[config.mk]
export PLATFORM = sky130hd
export DESIGN_NAME = i2c_master_cmd_sequencer
export DESIGN_NICKNAME = d
export VERILOG_FILES = /design/src/rtl/i2c_master_cmd_sequencer.sv
export SDC_FILE = /design/constraint.sdc
export NUM_CORES = 1
export LEC_CHECK = 0
export CAP_MARGIN = 20
export CORE_MARGIN = 4
export CORE_UTILIZATION = 40
export DETAILED_ROUTE_END_ITERATION = 10
export MAX_ROUTING_LAYER = met4
export SYNTH_ARGS = -nofsm -noshare
export SYNTH_HDL_FRONTEND = slang
export SYNTH_SLANG_ARGS = --single-unit
[constraint.sdc]
create_clock -name CLK -period 3.9 [get_ports CLK]
set_clock_uncertainty 0.15 [all_clocks]
set_input_delay 0.975 -clock CLK [delete_from_list [all_inputs] [get_ports CLK]]
set_output_delay 0.975 -clock CLK [all_outputs]
set_load 0.01 [all_outputs]
[src/rtl/i2c_master_cmd_sequencer.sv]
// Write-command sequencer feeding the I2C bus-control FSM: accept -> Start in 1 cycle, ack_evt -> Send in 2 cycles.
// Command side is valid/ready (IDLE only); write bytes are buffered in a small FIFO whose ready drops when full.
module i2c_seq_fifo #(
   parameter int DEPTH = 4,
   parameter int W     = 8
) (
   input  logic         CLK,
   input  logic         RST,
   input  logic         i_push,
   input  logic [W-1:0] i_dat,
   input  logic         i_pop,
   input  logic         i_flush,
   output logic         o_rdy,
   output logic         o_vld,
   output logic [W-1:0] o_dat
);
   localparam int PW = $clog2(DEPTH);
   localparam int CW = PW + 1;
   localparam logic [CW-1:0] FULL = CW'(DEPTH);

   logic [W-1:0]  r_mem [DEPTH];
   logic [PW-1:0] r_wptr;
   logic [PW-1:0] r_rptr;
   logic [CW-1:0] r_count;
   logic          w_pop;
   logic          w_push;

   assign o_rdy  = (r_count != FULL);
   assign o_vld  = (r_count != '0);
   assign o_dat  = r_mem[r_rptr];
   assign w_pop  = i_pop && o_vld;
   // A pop frees the slot being written, so a push into a full FIFO still lands when paired with a pop.
   assign w_push = i_push && (o_rdy || w_pop);

   always_ff @(posedge CLK or negedge RST) begin
      if (!RST) begin
         r_wptr  <= '0;
         r_rptr  <= '0;
         r_count <= '0;
      end else if (i_flush) begin
         r_wptr  <= '0;
         r_rptr  <= '0;
         r_count <= '0;
      end else begin
         if (w_push) r_wptr <= r_wptr + 1'b1;
         if (w_pop)  r_rptr <= r_rptr + 1'b1;
         if (w_push && !w_pop)      r_count <= r_count + 1'b1;
         else if (w_pop && !w_push) r_count <= r_count - 1'b1;
      end
   end

   always_ff @(posedge CLK) begin
      if (w_push && !i_flush) r_mem[r_wptr] <= i_dat;
   end
endmodule

module i2c_master_cmd_sequencer #(
   parameter int FIFO_DEPTH = 4,
   parameter int LEN_W      = 4,
   parameter int TIMEOUT    = 64
) (
   input  logic             CLK,
   input  logic             RST,
   input  logic             cmd_valid,
   output logic             cmd_ready,
   input  logic [9:0]       cmd_addr,
   input  logic             cmd_rw,
   input  logic [LEN_W-1:0] cmd_len,
   input  logic             wr_valid,
   output logic             wr_ready,
   input  logic [7:0]       wr_data,
   output logic [9:0]       SADR,
   output logic             RW_MODE,
   output logic             Start_Condition,
   output logic             Send_Data,
   output logic             Stop_Condition,
   output logic [7:0]       i_transmit_data,
   input  logic             wait_ack,
   input  logic             sda_in,
   output logic             busy,
   output logic             done,
   output logic             nack_err,
   output logic             timeout_err,
   output logic [LEN_W-1:0] bytes_sent
);
   localparam int TW = $clog2(TIMEOUT) + 1;
   localparam logic [TW-1:0] TMAX = TW'(TIMEOUT - 1);

   typedef enum logic [2:0] {
      IDLE, START, ADDR_WAIT, ACK_CHK, LOAD, DATA_WAIT, STOP, DONE
   } state_t;

   state_t           r_state;
   logic [9:0]       r_addr;
   logic             r_rw;
   logic [LEN_W-1:0] r_rem;
   logic [LEN_W-1:0] r_bytes;
   logic [TW-1:0]    r_timer;
   logic [7:0]       r_txd;
   logic             r_start, r_send, r_stop, r_done;
   logic             r_nack, r_tmo, r_sda, r_wait_q, r_data_ph;
   logic             w_ack_evt, w_fifo_vld, w_issue, w_flush;
   logic [7:0]       w_fifo_dat;
   logic [LEN_W-1:0] w_rem_nx;

   assign w_ack_evt = wait_ack && !r_wait_q;
   assign w_rem_nx  = r_data_ph ? (r_rem - 1'b1) : r_rem;
   assign w_flush   = (r_state == STOP) && (r_nack || r_tmo);
   // ACK_CHK issues the next byte directly when the FIFO already holds it; LOAD only covers the empty case.
   assign w_issue   = w_fifo_vld &&
                      ((r_state == LOAD) ||
                       ((r_state == ACK_CHK) && !r_sda && (w_rem_nx != '0)));

   i2c_seq_fifo #(.DEPTH(FIFO_DEPTH), .W(8)) u_fifo (
      .CLK     (CLK),
      .RST     (RST),
      .i_push  (wr_valid),
      .i_dat   (wr_data),
      .i_pop   (w_issue),
      .i_flush (w_flush),
      .o_rdy   (wr_ready),
      .o_vld   (w_fifo_vld),
      .o_dat   (w_fifo_dat)
   );

   always_ff @(posedge CLK or negedge RST) begin
      if (!RST) begin
         r_state   <= IDLE;
         r_addr    <= '0;
         r_rw      <= 1'b0;
         r_rem     <= '0;
         r_bytes   <= '0;
         r_timer   <= '0;
         r_txd     <= '0;
         r_start   <= 1'b0;
         r_send    <= 1'b0;
         r_stop    <= 1'b0;
         r_done    <= 1'b0;
         r_nack    <= 1'b0;
         r_tmo     <= 1'b0;
         r_sda     <= 1'b0;
         r_wait_q  <= 1'b0;
         r_data_ph <= 1'b0;
      end else begin
         r_wait_q <= wait_ack;
         r_start  <= 1'b0;
         r_send   <= 1'b0;
         r_stop   <= 1'b0;
         r_done   <= 1'b0;
         case (r_state)
            IDLE: if (cmd_valid) begin
               r_addr    <= cmd_addr;
               r_rw      <= cmd_rw;
               r_rem     <= cmd_rw ? '0 : cmd_len;
               r_nack    <= 1'b0;
               r_tmo     <= 1'b0;
               r_bytes   <= '0;
               r_data_ph <= 1'b0;
               r_start   <= 1'b1;
               r_state   <= START;
            end
            START: begin
               r_timer <= '0;
               r_state <= ADDR_WAIT;
            end
            ADDR_WAIT, DATA_WAIT: begin
               if (w_ack_evt) begin
                  r_sda   <= sda_in;
                  r_state <= ACK_CHK;
               end else if (r_timer == TMAX) begin
                  r_tmo   <= 1'b1;
                  r_stop  <= 1'b1;
                  r_state <= STOP;
               end else if (r_timer != '1) begin
                  r_timer <= r_timer + 1'b1;
               end
            end
            ACK_CHK: begin
               if (r_sda) begin
                  r_nack  <= 1'b1;
                  r_stop  <= 1'b1;
                  r_state <= STOP;
               end else begin
                  if (r_data_ph) r_bytes <= r_bytes + 1'b1;
                  r_rem <= w_rem_nx;
                  if (w_rem_nx == '0) begin
                     r_stop  <= 1'b1;
                     r_state <= STOP;
                  end else if (w_issue) begin
                     r_txd     <= w_fifo_dat;
                     r_send    <= 1'b1;
                     r_timer   <= '0;
                     r_data_ph <= 1'b1;
                     r_state   <= DATA_WAIT;
                  end else begin
                     r_state <= LOAD;
                  end
               end
            end
            LOAD: if (w_issue) begin
               r_txd     <= w_fifo_dat;
               r_send    <= 1'b1;
               r_timer   <= '0;
               r_data_ph <= 1'b1;
               r_state   <= DATA_WAIT;
            end
            STOP: begin
               r_done  <= 1'b1;
               r_state <= DONE;
            end
            DONE:    r_state <= IDLE;
            default: r_state <= IDLE;
         endcase
      end
   end

   assign cmd_ready       = (r_state == IDLE);
   assign busy            = (r_state != IDLE);
   assign SADR            = r_addr;
   assign RW_MODE         = r_rw;
   assign Start_Condition = r_start;
   assign Send_Data       = r_send;
   assign Stop_Condition  = r_stop;
   assign i_transmit_data = r_txd;
   assign done            = r_done;
   assign nack_err        = r_nack;
   assign timeout_err     = r_tmo;
   assign bytes_sent      = r_bytes;
endmodule

# Word-level counts from Yosys, hierarchy flattened
# Memory sizes are Yosys's and may differ from the RTL's.
# Index checks and enable logic that the tools add are counted.
# word_totals
latch_bits	0
register_bits	53
mem_count	1
ramBits	32
mem_bits_ro	0
input_bits	29
out_inout_bits	32
# op_classes
addsub	7
n_shift	0
order_cmp	0
reduce_logical	42
n_eq_ne	21
n_div	0
multipliers	0
bitwise_logic	0
mux	59
# memory_table
name	words	width	rd	rd_ports_with_merged_regs	write_ports	line_no	source
u_fifo.r_mem	4	8	1	0	1	21	logic [W-1:0] r_mem [DEPTH];
# op_table
operator	n
7-bit 2-to-1 mux	6
4-bit 2-to-1 mux	7
7-bit one-hot mux with 4 select lines	1
8-bit 2-to-1 mux	3
3-bit 2-to-1 mux	7
3-bit one-hot mux with 7 select lines	1
1-bit 2-to-1 mux	20
2-bit inequality test (second input constant)	9
4-bit one-hot mux with 2 select lines	2
8-bit one-hot mux with 2 select lines	1
3-bit equality test (second input constant)	4
2-bit 2-to-1 mux	6
3-bit AND reduction	4
4-bit AND reduction	3
3-bit nonzero test	4
1-bit logical AND	10
2-bit nonzero test	5
1-bit one-hot mux with 2 select lines	4
4-bit nonzero test	2
7-bit by 1-bit adder with 7-bit output (second input constant)	1
7-bit by 6-bit equality test with 1-bit output (second input constant)	1
7-bit inequality test (second input constant)	1
3-bit by 2-bit equality test with 1-bit output (second input constant)	2
3-bit inequality test (second input constant)	2
15 further kinds	23

# Depth between registers and ports, before layout
# Gate-level depths: netlist (run 1).
# logic_depth
word_depth	14
ltp_mapped	14
ltp_nobuf	13

# Hierarchy
# From an unflattened synthesis (run 1), not the netlist that was laid out.
# hier_totals
cells_unflattened	308
hier_area_um2	3927.5
# modules_own_cells
mod	seq_area_each_um2	area_each_um2	n_inst	cells_each
i2c_master_cmd_sequencer	1151.1	2195.9	1	204
i2c_seq_fifo	1136.1	1731.7	1	104

# Least setup slack after synthesis (run 1)
# No wires, ideal clock.
# synth_path
kind	flip-flop to flip-flop
from	register r_rem[0]
to	register u_fifo.r_count[2]
arrival_ps	2522
setup_slack_ps	1108
synth_period_minus_slack_ps	2792
n_path_buf	1
setup_time_ps	120
stages_incl_launch_ff	15
path_cell_list	dfrtp_1 -> inv_1 -> ha_1 -> and3_1 -> a21oi_2 -> o21ai_2 -> o21ai_2 -> buf_6 -> inv_1 -> ha_1 -> fa_1 -> xnor2_1 -> nor2_1 -> xnor2_1 -> nor2_1
# synth_between
elab_chain_len	12
# synth_lines
element	line_no	source
start: declaration	96	logic [LEN_W-1:0] r_rem;
start signal: assignment	154	r_rem <= cmd_rw ? '0 : cmd_len;
start signal: assignment	185	r_rem <= w_rem_nx;
4-bit by 1-bit subtractor with 4-bit output	107	assign w_rem_nx = r_data_ph ? (r_rem - 1'b1) : r_rem;
4-bit 2-to-1 mux *	107	
4-bit nonzero test *	112	((r_state == ACK_CHK) && !r_sda && (w_rem_nx != '0)));
1-bit logical AND *	112	
1-bit logical OR *	111	((r_state == LOAD) ||
1-bit logical AND *	110	assign w_issue = w_fifo_vld &&
1-bit logical AND *	31	assign w_pop = i_pop && o_vld;
1-bit logical OR	33	assign w_push = i_push && (o_rdy || w_pop);
1-bit logical AND	33	
1-bit logical AND or 1-bit zero test (tied branches)	47, 48	
3-bit 2-to-1 mux or 1-bit logical AND (tied branches)	47, 48	
3-bit 2-to-1 mux or 3-bit nonzero test (tied branches)	--	
end signal: assignment	47	if (w_push && !w_pop) r_count <= r_count + 1'b1;
end signal: assignment	48	else if (w_pop && !w_push) r_count <= r_count - 1'b1;
end: declaration	24	logic [CW-1:0] r_count;
# Every way passes the cells marked *; elsewhere a longest branch is shown, timed or not.
# A chain may end at the register's enable or synchronous reset.

# Worst setup path after layout (run 1)
# layout_path
from	register r_state[2]
to	register u_fifo.r_count[2]
# layout_between
elab_chain_len	11
# layout_lines
element	line_no	source
start: declaration	93	state_t r_state;
start signal: assignment	128	r_state <= IDLE;
start signal: assignment	160	r_state <= START;
start signal: assignment	164	r_state <= ADDR_WAIT;
3-bit by 2-bit equality test with 1-bit output	112	
1-bit logical AND (2 in series)	112	
1-bit logical OR	111	
1-bit logical AND	110	
1-bit logical AND	31	
1-bit logical OR	33	
1-bit logical AND	33	
1-bit logical AND or 1-bit zero test (tied branches)	47, 48	
3-bit 2-to-1 mux or 1-bit logical AND (tied branches)	47, 48	
3-bit 2-to-1 mux or 3-bit nonzero test (tied branches)	--	
# Parallel ways exist; a longest one is shown, timed or not.

==> qor.txt, run 1 <==
OUTCOME
---------------------------------------------------------------------------
Outcome ...................................................... finished, final reports clean

SYNTH
---------------------------------------------------------------------------
Synthesized netlist cell count ...............................          321
Area leader, netlist ......................................... sky130_fd_sc_hd__dfrtp_1
Proportion of synthesized chip area in sequential cells ......        57.4%
Area share of the largest cell type after synthesis ..........        33.3%
Post-synth EDFFs .............................................           32
Count of warnings emitted by yosys ...........................            0
Post-Synthesis Cell Area .....................................     3980 µm²
Number of nets produced by synthesis .........................          359
Synth area leaders ........................................... sky130_fd_sc_hd__dfrtp_1 33%, sky130_fd_sc_hd__edfxtp_1 24%, sky130_fd_sc_hd__mux4_2 4.5%
Post-synthesis async set-or-reset flop share .................        62.4%
Syn Area/Cell ................................................     12.4 µm²
Flip-flop and latch count after synthesis ....................           85
Unique cell type count in the Yosys netlist ..................           60
Top flip-flop cell by instance count after synthesis ......... sky130_fd_sc_hd__dfrtp_1

DRT
---------------------------------------------------------------------------
Initial DRT Pass Iterations ..................................            4
WL per Instance ..............................................      15.9 µm
Post-DRT Antenna Nets ........................................            0
First DRT Iteration DRCs .....................................          113
Drc violations ...............................................            0
Number of vias per cell after detailed routing ...............         5.08
Via count ....................................................        2,635
Total routed wirelength ......................................      8270 µm

STA
---------------------------------------------------------------------------
RSZ-0062 raised after global routing .........................           no
Setup WS post-layout .........................................     0.636 ns
Number of setup violations in the final report ...............            0
Final hold slack .............................................     0.335 ns
Final worst path period share ................................        83.7%
Max-slew violation count .....................................            0
Upper clock frequency limit ..................................    0.306 GHz
Worst-case headroom to the max-slew limit ....................        46.9%
Sum Neg Setup Slack ..........................................         0 ns
Slew of the pin with the lowest slew margin ..................     0.796 ns
Crit path time final .........................................      3.26 ns
Final hold violation count ...................................            0

CLOCK NETWORK
---------------------------------------------------------------------------
Number of buffers inserted during clock tree synthesis .......            9
CTS tree .....................................................        built
Total of hold buffers inserted after clock tree synthesis ....            0
Clock Sink Count .............................................           85
Post-CTS setup buffers .......................................            0
Number of instances resized during post-cts repair ...........            0
Clk pin slew, worst setup/hold paths .........................      0.10 ns
H-tree level count ...........................................            3
Clock Root Buffer ............................................ sky130_fd_sc_hd__clkbuf_8
Deepest clock path buffer count ..............................            2
Clock insertion delay at the later pin of the skew report ....      0.35 ns

POWER
---------------------------------------------------------------------------
Switching component of the power .............................      1.42 mW
Static leakage ...............................................      2.00 nW
Worst voltage drop across the vdd grid .......................     0.327 mV
Design internal power ........................................      2.26 mW
Power, Total .................................................      3.68 mW
Clock share of power .........................................        17.0%
Comb pwr share ...............................................        41.5%
Switching share of total power ...............................        38.7%
Areal power density over the cells ...........................   757 nW/µm²
Register share of total power ................................        41.5%

FLOORPLAN
---------------------------------------------------------------------------
Width of the die .............................................       108 µm
Die height ...................................................       108 µm
Count of boundary I/O pins ...................................           61
Die Outline Area .............................................   11,600 µm²
Starting density of the core .................................        40.9%
Number of placement rows .....................................           36
CORE AREA ....................................................     9730 µm²

GLOBAL ROUTING
---------------------------------------------------------------------------
Total routing resource utilization after global routing ......        15.7%
First-pass GRT wire length ...................................    13,800 µm
Initial antenna violation count ..............................            0
Maximum number of pins on one net before global-route repair .           34
Via count of the first global-routing pass ...................        2,749
GR Overflow Total ............................................            0

PLACED DESIGN
---------------------------------------------------------------------------
RePlAce Congestion ...........................................        0.840
Placed Area ..................................................     4660 µm²
Quantity of I/O buffers inserted on ports ....................           60
Dpl ws .......................................................     0.596 ns
Cell Count Post-Placement ....................................          503
HPWL after detailed placement ................................      5790 µm

WORST SETUP PATH
---------------------------------------------------------------------------
Element type at the critical path end ........................         flop
Maximum single-stage delay on the critical path ..............      0.64 ns
CP cell instances ............................................ inv_1 -> or3_1 -> o21ai_2 -> inv_1 -> ha_1 -> fa_1 -> xnor2_1 -> nor2_1 -> xnor2_1 -> nor2_1
Critical path data arrival time ..............................      3.37 ns
Type of the setup path with the least slack .................. flop to flop
First element of the critical path ...........................   r_state[2]
Top fanout value on the critical path ........................           12
Critical path data required time .............................      4.00 ns
Register-to-register setup slack .............................      0.64 ns
Cell with the largest stage delay on the worst path .......... sky130_fd_sc_hd__o21ai_2
R2R cell count ...............................................           10
End of the worst register-to-register path ................... u_fifo.r_count[2]
Critical path launch point type ..............................         flop
Worst r2r src ................................................   r_state[2]

MIN PATH
---------------------------------------------------------------------------
Min-Delay Path Depth .........................................            2
Hold_sp ......................................................      SADR[3]
Worst hold endpoint ..........................................      SADR[3]
Worst hold-check path type ................................... flop to flop

CELLS AND AREA
---------------------------------------------------------------------------
Final-stage net count ........................................          419
Antenna diode count ..........................................            0
Final instance area ..........................................     4870 µm²
Final Non-Filler Cells .......................................          519
Post-Route Utilization .......................................        50.0%
Area Overhead vs Synth .......................................        22.2%
Ratio of cells with drive above 1 in the final layout ........        14.8%

RUN
---------------------------------------------------------------------------
Max-cap violations ...........................................            0

-- state kept, by name (all words and copies together), names as in the netlist, 3 cells and up --
register / flops
u_fifo.r_mem: 32
SADR: 10
i_transmit_data: 8
r_timer: 7
bytes_sent: 4
r_rem: 4
r_state: 3
u_fifo.r_count: 3
-- placed cells by master (no fill, tap or decap), types with 4 or more instances in the layout --
cell / instances
sky130_fd_sc_hd__a21oi_1: 15
sky130_fd_sc_hd__a31oi_1: 5
sky130_fd_sc_hd__and3_1: 9
sky130_fd_sc_hd__clkbuf_8: 9
sky130_fd_sc_hd__clkdlybuf4s50_1: 59
sky130_fd_sc_hd__dfrtp_1: 53
sky130_fd_sc_hd__edfxtp_1: 32
sky130_fd_sc_hd__ha_1: 8
sky130_fd_sc_hd__inv_1: 11
sky130_fd_sc_hd__mux2_4: 6
sky130_fd_sc_hd__mux4_2: 8
sky130_fd_sc_hd__nand2_1: 48
sky130_fd_sc_hd__nand3_1: 8
sky130_fd_sc_hd__nor2_1: 12
sky130_fd_sc_hd__nor3_1: 5
sky130_fd_sc_hd__o21a_1: 5
sky130_fd_sc_hd__o21ai_0: 11
sky130_fd_sc_hd__o31ai_1: 4
sky130_fd_sc_hd__or3_1: 4
-- routing by layer --
layer  vias up  share of wire [%]  track usage, %  wire (µm)
met3        12                2.4            3.30        201
li1       1283                  -               -          -
met2        41                 49            25.0       4080
met5         -                  0               -          0
met1      1299                 47            20.2       3850
met4         0                1.7            4.78        142
-- cells in the mapped netlist (3+ instances only) --
master and instances:
sky130_fd_sc_hd__o31ai_1 4, sky130_fd_sc_hd__inv_1 11, sky130_fd_sc_hd__o21a_1 5, sky130_fd_sc_hd__o211ai_1 3, sky130_fd_sc_hd__nand2_1 48, sky130_fd_sc_hd__xor2_1 3
sky130_fd_sc_hd__buf_2 3, sky130_fd_sc_hd__a21oi_2 3, sky130_fd_sc_hd__nor2_1 12, sky130_fd_sc_hd__buf_4 3, sky130_fd_sc_hd__mux2_4 6, sky130_fd_sc_hd__mux2i_1 3
sky130_fd_sc_hd__a21oi_1 15, sky130_fd_sc_hd__mux4_2 8, sky130_fd_sc_hd__o21ai_1 3, sky130_fd_sc_hd__o21ai_0 11, sky130_fd_sc_hd__nor2b_1 3, sky130_fd_sc_hd__edfxtp_1 32
sky130_fd_sc_hd__o2bb2ai_1 3, sky130_fd_sc_hd__nand3_1 8, sky130_fd_sc_hd__xnor2_1 3, sky130_fd_sc_hd__or3_1 4, sky130_fd_sc_hd__ha_1 8, sky130_fd_sc_hd__nand2b_1 3
sky130_fd_sc_hd__buf_6 4, sky130_fd_sc_hd__dfrtp_1 53, sky130_fd_sc_hd__and3_1 9, sky130_fd_sc_hd__a31oi_1 5, sky130_fd_sc_hd__nor3_1 5
-- worst max path at each step --
stage | to | slack [ns] | cells past startpoint
floorplan | u_fifo.r_count[2] | 1.11 | 14
global placement | u_fifo.r_count[2] | 0.67 | 10
detailed placement | u_fifo.r_count[2] | 0.60 | 10
CTS | u_fifo.r_count[2] | 0.59 | 10
global route | u_fifo.r_count[2] | 0.38 | 10
finish | u_fifo.r_count[2] | 0.64 | 10
-- cells by family (layout without fill, tap and decap cells) --
family                     after synthesis  in the layout  share of synthesized area (%)
xor gates and xnor gates                 6              6                           1.32
DFF                                     85             85                           57.4
AOI/OAI and AO/OA                       67             67                           11.8
buffers and inverters                   25             90                           3.49
and+or+nand+nor                        109            109                           14.5
adders and majority gates                9              9                           3.02
muxes                                   20             20                           8.39
-- power by group through the flow --
stage                     sequential, mW  clock [mW]  combinational, mW
final                               1.53       0.628               1.53
after floorplan                     1.45           0               1.14
after detailed placement            1.55           0               1.54
after global routing                1.59       0.692               1.70
after CTS                           1.53       0.645               1.55
after global placement              1.54           0               1.52
-- layout make-up --
| type | instances | area (µm²) |
|---|---|---|
| clock inverters | 7 | 81.3 |
| multi-input cells | 211 | 1560 |
| inverters | 13 | 48.8 |
| clock buffers | 9 | 124 |
| fillers | 904 | 4860 |
| well taps | 133 | 166 |
| repair buffers | 61 | 603 |
| flip-flops and latches | 85 | 2290 |
-- worst max-delay path: cells and delay by family, from the launching register on --
family	cells	cell delay, ns
adders and majority gates	2	0.65
AOI/OAI and AO/OA	1	0.64
and+or+nand+nor	3	0.60
DFF	1	0.58
buffers and inverters	2	0.28
xor gates and xnor gates	2	0.25
No activity file was read; power rests on OpenSTA's default activity.
==> run 2, diff against run 1 <==
- clock period: 3.9 -> 2.7 ns (I/O delays scaled with it)
==> qor.txt, run 2 (synthesis results as in run 1) <==
POWER
-------------------------------------------------------------------------------------
Static leakage .........................................................      2.13 nW
Areal power density over the cells .....................................  1110 nW/µm²
Worst voltage drop across the vdd grid .................................     0.442 mV

FLOORPLAN
-------------------------------------------------------------------------------------
Count of boundary I/O pins .............................................           61
Die Outline Area .......................................................   11,600 µm²
Width of the die .......................................................       108 µm
Starting density of the core ...........................................        40.9%
CORE AREA ..............................................................     9730 µm²
Number of placement rows ...............................................           36
Die height .............................................................       108 µm

CLOCK NETWORK
-------------------------------------------------------------------------------------
CTS tree ...............................................................        built
H-tree level count .....................................................            3
Clk pin slew, worst setup/hold paths ...................................      0.10 ns
Deepest clock path buffer count ........................................            2
Clock Sink Count .......................................................           85
Clock insertion delay at the later pin of the skew report ..............      0.35 ns
Number of buffers inserted during clock tree synthesis .................            9
Clock Root Buffer ...................................................... sky130_fd_sc_hd__clkbuf_8

STA
-------------------------------------------------------------------------------------
Slew of the pin with the lowest slew margin ............................     0.617 ns
Upper clock frequency limit ............................................    0.382 GHz
Setup WS post-layout ...................................................    0.0800 ns
Max-slew violation count ...............................................            0
Crit path time final ...................................................      2.62 ns
Worst-case headroom to the max-slew limit ..............................        58.9%
Final hold slack .......................................................     0.332 ns
Final hold violation count .............................................            0
Final worst path period share ..........................................        97.0%
Number of setup violations in the final report .........................            0

DRT
-------------------------------------------------------------------------------------
Number of vias per cell after detailed routing .........................         5.05
Drc violations .........................................................            0
First DRT Iteration DRCs ...............................................           92
Post-DRT Antenna Nets ..................................................            0
Via count ..............................................................        2,741
Initial DRT Pass Iterations ............................................            4
WL per Instance ........................................................      15.6 µm
Total routed wirelength ................................................      8490 µm

GLOBAL ROUTING
-------------------------------------------------------------------------------------
Via count of the first global-routing pass .............................        2,801
GR Overflow Total ......................................................            0
Maximum number of pins on one net before global-route repair ...........           49
First-pass GRT wire length .............................................    14,100 µm
Total routing resource utilization after global routing ................        16.0%
Initial antenna violation count ........................................            0

OUTCOME
-------------------------------------------------------------------------------------
Outcome ................................................................ finished, final reports clean

CELLS AND AREA
-------------------------------------------------------------------------------------
Antenna diode count ....................................................            0
Final Non-Filler Cells .................................................          543
Final-stage net count ..................................................          443
Area Overhead vs Synth .................................................        29.7%
Flip-flop count of the largest register after layout ...................           32
Register ranked first by flip-flop count ............................... u_fifo.r_mem
Ratio of cells with drive above 1 in the final layout ..................        22.4%
Post-Route Utilization .................................................        53.1%
# fillers ..............................................................          875
Leading cell types in the layout, fill and taps excluded ............... 59 x sky130_fd_sc_hd__clkdlybuf4s50_1, 50 x sky130_fd_sc_hd__dfrtp_1, 47 x sky130_fd_sc_hd__nand2_1
Final instance area ....................................................     5170 µm²
Most frequent standard cell in the layout excluding fill and tap cells . sky130_fd_sc_hd__clkdlybuf4s50_1

WORST SETUP PATH
-------------------------------------------------------------------------------------
Type of the setup path with the least slack ............................ flop to primary output
Critical path data required time .......................................      1.88 ns
Top fanout value on the critical path ..................................            3
Element type at the critical path end .................................. primary output
Critical path launch point type ........................................         flop
Critical path data arrival time ........................................      1.79 ns

PLACED DESIGN
-------------------------------------------------------------------------------------
RePlAce Congestion .....................................................        0.793
Dpl ws .................................................................    0.0230 ns
Cell Count Post-Placement ..............................................          522
HPWL after detailed placement ..........................................      5900 µm
Quantity of I/O buffers inserted on ports ..............................           60
Placed Area ............................................................     4880 µm²

RUN
-------------------------------------------------------------------------------------
Max-cap violations .....................................................            0

MIN PATH
-------------------------------------------------------------------------------------
Worst hold-check path type ............................................. flop to flop

## run 2: cell count changes in the layout (fill, tap and decap cells not counted), sizes merged
cell / delta
buf: +23
clkinv: -1
dlygate4sd3: +1
clkinvlp: +1
## run 2: routing by layer
| layer | GRT usage, % | wire length [µm] | vias up | share of wire, % |
|---|---|---|---|---|
| met1 | 20.7 | 3810 | 1339 | 45 |
| met2 | 25.5 | 4240 | 61 | 50 |
| met4 | 5.50 | 133 | 0 | 1.6 |
| met3 | 3.06 | 307 | 10 | 3.6 |
| li1 | - | - | 1331 | - |
| met5 | - | 0 | - | 0 |
## run 2: power by group
| part | switching (mW) | internal, mW | leakage [nW] | total (mW) |
|---|---|---|---|---|
| clock | 0.535 | 0.366 | 0.0990 | 0.901 |
| sequential | 0.315 | 1.77 | 0.956 | 2.09 |
| combinational | 1.31 | 1.42 | 1.08 | 2.73 |
## run 2: path summary, 6_finish.rpt
path	from	endpoint	slack, ns	depth (start not counted)
worst max-delay path	r_state[2]	cmd_ready	0.08	3
worst min-delay path	SADR[9]	SADR[9]	0.33	2
worst max register to register	r_rem[1]	u_fifo.r_count[2]	0.13	12
worst min register to register	SADR[9]	SADR[9]	0.33	2
max in group asynchronous	RST	r_state[0]	1.35	3
min in group asynchronous	RST	i_transmit_data[5]	0.54	2
## run 2: repair_timing
action                                 CTS  global route
hold buffers                             1             0
pin swaps                                0             6
gates cloned                             0             0
endpoints found under the hold margin    5             0
setup buffers                            3             1
setup endpoints to repair                2             2
gates resized for setup                  5             5
## run 2: area by class of cell
type | count | area, µm² | area share, %
well taps | 133 | 166 | 3.22
inverters | 13 | 48.8 | 0.945
flip-flops and latches | 85 | 2290 | 44.3
clock buffers | 9 | 124 | 2.40
repair buffers | 85 | 848 | 16.4
clock inverters | 7 | 80.1 | 1.55
multi-input cells | 211 | 1610 | 31.1
## run 2: critical path: stages (launching register included)
cell                              delay, ns
sky130_fd_sc_hd__dfrtp_2               0.42
sky130_fd_sc_hd__or3_4                 0.40
sky130_fd_sc_hd__inv_2                 0.09
sky130_fd_sc_hd__clkdlybuf4s50_1       0.53
## run 2: metrics by stage
step                total power, mW  setup TNS [ns]
global placement               4.69               0
global route                   6.15        -0.00336
CTS                            5.74               0
detailed placement             4.75               0
floorplan                      3.77               0
finish                         5.72               0
==> run 3, diff against run 2 <==
- CORE_MARGIN: 4 -> 5
==> qor.txt, run 3 (synthesis results as in run 1) <==
PLACED DESIGN
-------------------------------------------------------------------------------------
Cell Count Post-Placement ..............................................          524
RePlAce Congestion .....................................................        0.862
Quantity of I/O buffers inserted on ports ..............................           60
HPWL after detailed placement ..........................................      6140 µm
Dpl ws .................................................................    0.0217 ns
Placed Area ............................................................     4870 µm²

CELLS AND AREA
-------------------------------------------------------------------------------------
Antenna diode count ....................................................            0
Flip-flop count of the largest register after layout ...................           32
# fillers ..............................................................          872
Leading cell types in the layout, fill and taps excluded ............... 59 x sky130_fd_sc_hd__clkdlybuf4s50_1, 50 x sky130_fd_sc_hd__dfrtp_1, 48 x sky130_fd_sc_hd__nand2_1
Register ranked first by flip-flop count ............................... u_fifo.r_mem
Final-stage net count ..................................................          443
Final Non-Filler Cells .................................................          543
Final instance area ....................................................     5120 µm²
Most frequent standard cell in the layout excluding fill and tap cells . sky130_fd_sc_hd__clkdlybuf4s50_1
Ratio of cells with drive above 1 in the final layout ..................        21.7%
Area Overhead vs Synth .................................................        28.6%

CLOCK NETWORK
-------------------------------------------------------------------------------------
Clock insertion delay at the later pin of the skew report ..............      0.35 ns
Clock Root Buffer ...................................................... sky130_fd_sc_hd__clkbuf_8
Deepest clock path buffer count ........................................            2
Number of buffers inserted during clock tree synthesis .................            9
Clk pin slew, worst setup/hold paths ...................................      0.09 ns
CTS tree ...............................................................        built
Clock Sink Count .......................................................           85
H-tree level count .....................................................            3

STA
-------------------------------------------------------------------------------------
Setup WS post-layout ...................................................    0.0851 ns
Number of setup violations in the final report .........................            0
Worst-case headroom to the max-slew limit ..............................        55.6%
Upper clock frequency limit ............................................    0.382 GHz
Max-slew violation count ...............................................            0
Slew of the pin with the lowest slew margin ............................     0.666 ns
Final worst path period share ..........................................        96.8%
Crit path time final ...................................................      2.61 ns
RSZ-0062 raised after global routing ...................................           no
Final hold violation count .............................................            0
Sum Neg Setup Slack ....................................................         0 ns

DRT
-------------------------------------------------------------------------------------
WL per Instance ........................................................      15.9 µm
Number of vias per cell after detailed routing .........................         5.13
Drc violations .........................................................            0
Total routed wirelength ................................................      8640 µm
First DRT Iteration DRCs ...............................................          119
Post-DRT Antenna Nets ..................................................            0
Via count ..............................................................        2,786
Initial DRT Pass Iterations ............................................            4

WORST SETUP PATH
-------------------------------------------------------------------------------------
Register-to-register setup slack .......................................      0.17 ns
Critical path data required time .......................................      1.88 ns
Type of the setup path with the least slack ............................ flop to primary output
Critical path launch point type ........................................         flop
Sum of buffers and inverters on the critical path ......................            2
Maximum single-stage delay on the critical path ........................      0.53 ns
CP cell instances ...................................................... or3_4 -> inv_2 -> clkdlybuf4s50_1
Family with the most delay on the worst path ........................... buffers and inverters
Top fanout value on the critical path ..................................            3
Critical path data arrival time ........................................      1.79 ns
Worst r2r src ..........................................................     r_rem[1]
Element type at the critical path end .................................. primary output
End of the worst register-to-register path ............................. u_fifo.r_count[2]
R2R cell count .........................................................           12
Cell with the largest stage delay on the worst path .................... sky130_fd_sc_hd__clkdlybuf4s50_1

MIN PATH
-------------------------------------------------------------------------------------
Worst hold-check path type ............................................. input port to asynchronous set/reset pin

GLOBAL ROUTING
-------------------------------------------------------------------------------------
Busiest metal layer after global routing ...............................         met2
Initial antenna violation count ........................................            0
Global-route met1 utilization ..........................................        21.9%
First-pass GRT wire length .............................................    13,900 µm
GR Overflow Total ......................................................            0
Met3 usage in global routing ...........................................        3.05%
Global-route track usage on met2 .......................................        23.2%
Total routing resource utilization after global routing ................        15.5%
Via count of the first global-routing pass .............................        2,708
Maximum number of pins on one net before global-route repair ...........           22

OUTCOME
-------------------------------------------------------------------------------------
Outcome ................................................................ finished, final reports clean

POWER
-------------------------------------------------------------------------------------
Areal power density over the cells .....................................  1110 nW/µm²
Static leakage .........................................................      2.13 nW
Worst voltage drop across the vdd grid .................................     0.475 mV

FLOORPLAN
-------------------------------------------------------------------------------------
Width of the die .......................................................       110 µm
Count of boundary I/O pins .............................................           61
Die Outline Area .......................................................   12,100 µm²
CORE AREA ..............................................................     9730 µm²
Starting density of the core ...........................................        40.9%
Die height .............................................................       110 µm
Number of placement rows ...............................................           36

RUN
-------------------------------------------------------------------------------------
Max-cap violations .....................................................            0

[run 3: cell count changes in the layout (fill, tap and decap cells not counted), moves of 2 or more]
cell	delta
sky130_fd_sc_hd__buf_4	+3
sky130_fd_sc_hd__buf_12	-2
sky130_fd_sc_hd__inv_8	-2
sky130_fd_sc_hd__clkinv_8	-2
[run 3: stage by stage]
step,power [mW],hold WS [ns],util [%]
finish,5.69,0.124,52.6
global placement,4.71,0.307,50.1
CTS,5.74,0.130,52.4
detailed placement,4.74,0.317,50.1
global route,6.10,0.157,52.6
floorplan,3.77,0.229,-
[run 3: how the worst max path moves through the flow]
stage	from	slack, ns	end	depth (start not counted)
floorplan	r_rem[0]	0.02	u_fifo.r_count[2]	14
detailed placement	r_rem[1]	0.02	u_fifo.r_count[2]	12
finish	r_state[2]	0.09	cmd_ready	3
CTS	r_rem[1]	0.01	u_fifo.r_count[2]	12
global route	r_rem[1]	0.02	u_fifo.r_count[2]	13
global placement	wr_valid	0.10	u_fifo.r_count[2]	9
[run 3: layout make-up]
cell class                      count  area (µm²)  area share, %
Clock buffer                       11         141           2.76
Clock inverter                      5        60.1           1.17
Tap cell                          133         166           3.25
Sequential cell                    85        2290           44.7
Inverter                           13        48.8          0.953
Timing Repair Buffer               85         821           16.0
Multi-Input combinational cell    211        1590           31.1
[run 3: worst register-to-register path, cell delays in order, from the launching register on]
cell and delay, ns:
sky130_fd_sc_hd__dfrtp_1 0.35, sky130_fd_sc_hd__inv_1 0.06, sky130_fd_sc_hd__ha_1 0.30, sky130_fd_sc_hd__and3_4 0.21, sky130_fd_sc_hd__a21oi_4 0.07, sky130_fd_sc_hd__o2111ai_2 0.20, sky130_fd_sc_hd__nand2_1 0.12, sky130_fd_sc_hd__ha_2 0.21
sky130_fd_sc_hd__fa_2 0.34, sky130_fd_sc_hd__xnor2_1 0.13, sky130_fd_sc_hd__nor2_1 0.13, sky130_fd_sc_hd__xnor2_1 0.12, sky130_fd_sc_hd__nor2_1 0.05
[run 3: what timing repair did]
| item | in CTS | in global routing |
|---|---|---|
| endpoints found under the hold margin | 0 | 0 |
| resized for setup | 3 | 3 |
| buffers inserted | 3 | 0 |
| pin swaps | 0 | 1 |
| hold buffers | 0 | 0 |
| setup endpoints to repair | 1 | 3 |
[run 3: per-layer routing]
layer  part of all wire, %  vias up
met2                    46       71
met4                  0.98        0
met3                   4.4       10
met5                     0        -
met1                    48     1367
li1                      -     1338
[run 3: power by group]
group	switching (mW)	internal [mW]	leakage (nW)
logic	1.30	1.37	1.07
registers	0.334	1.77	0.956
clock network	0.460	0.457	0.0999
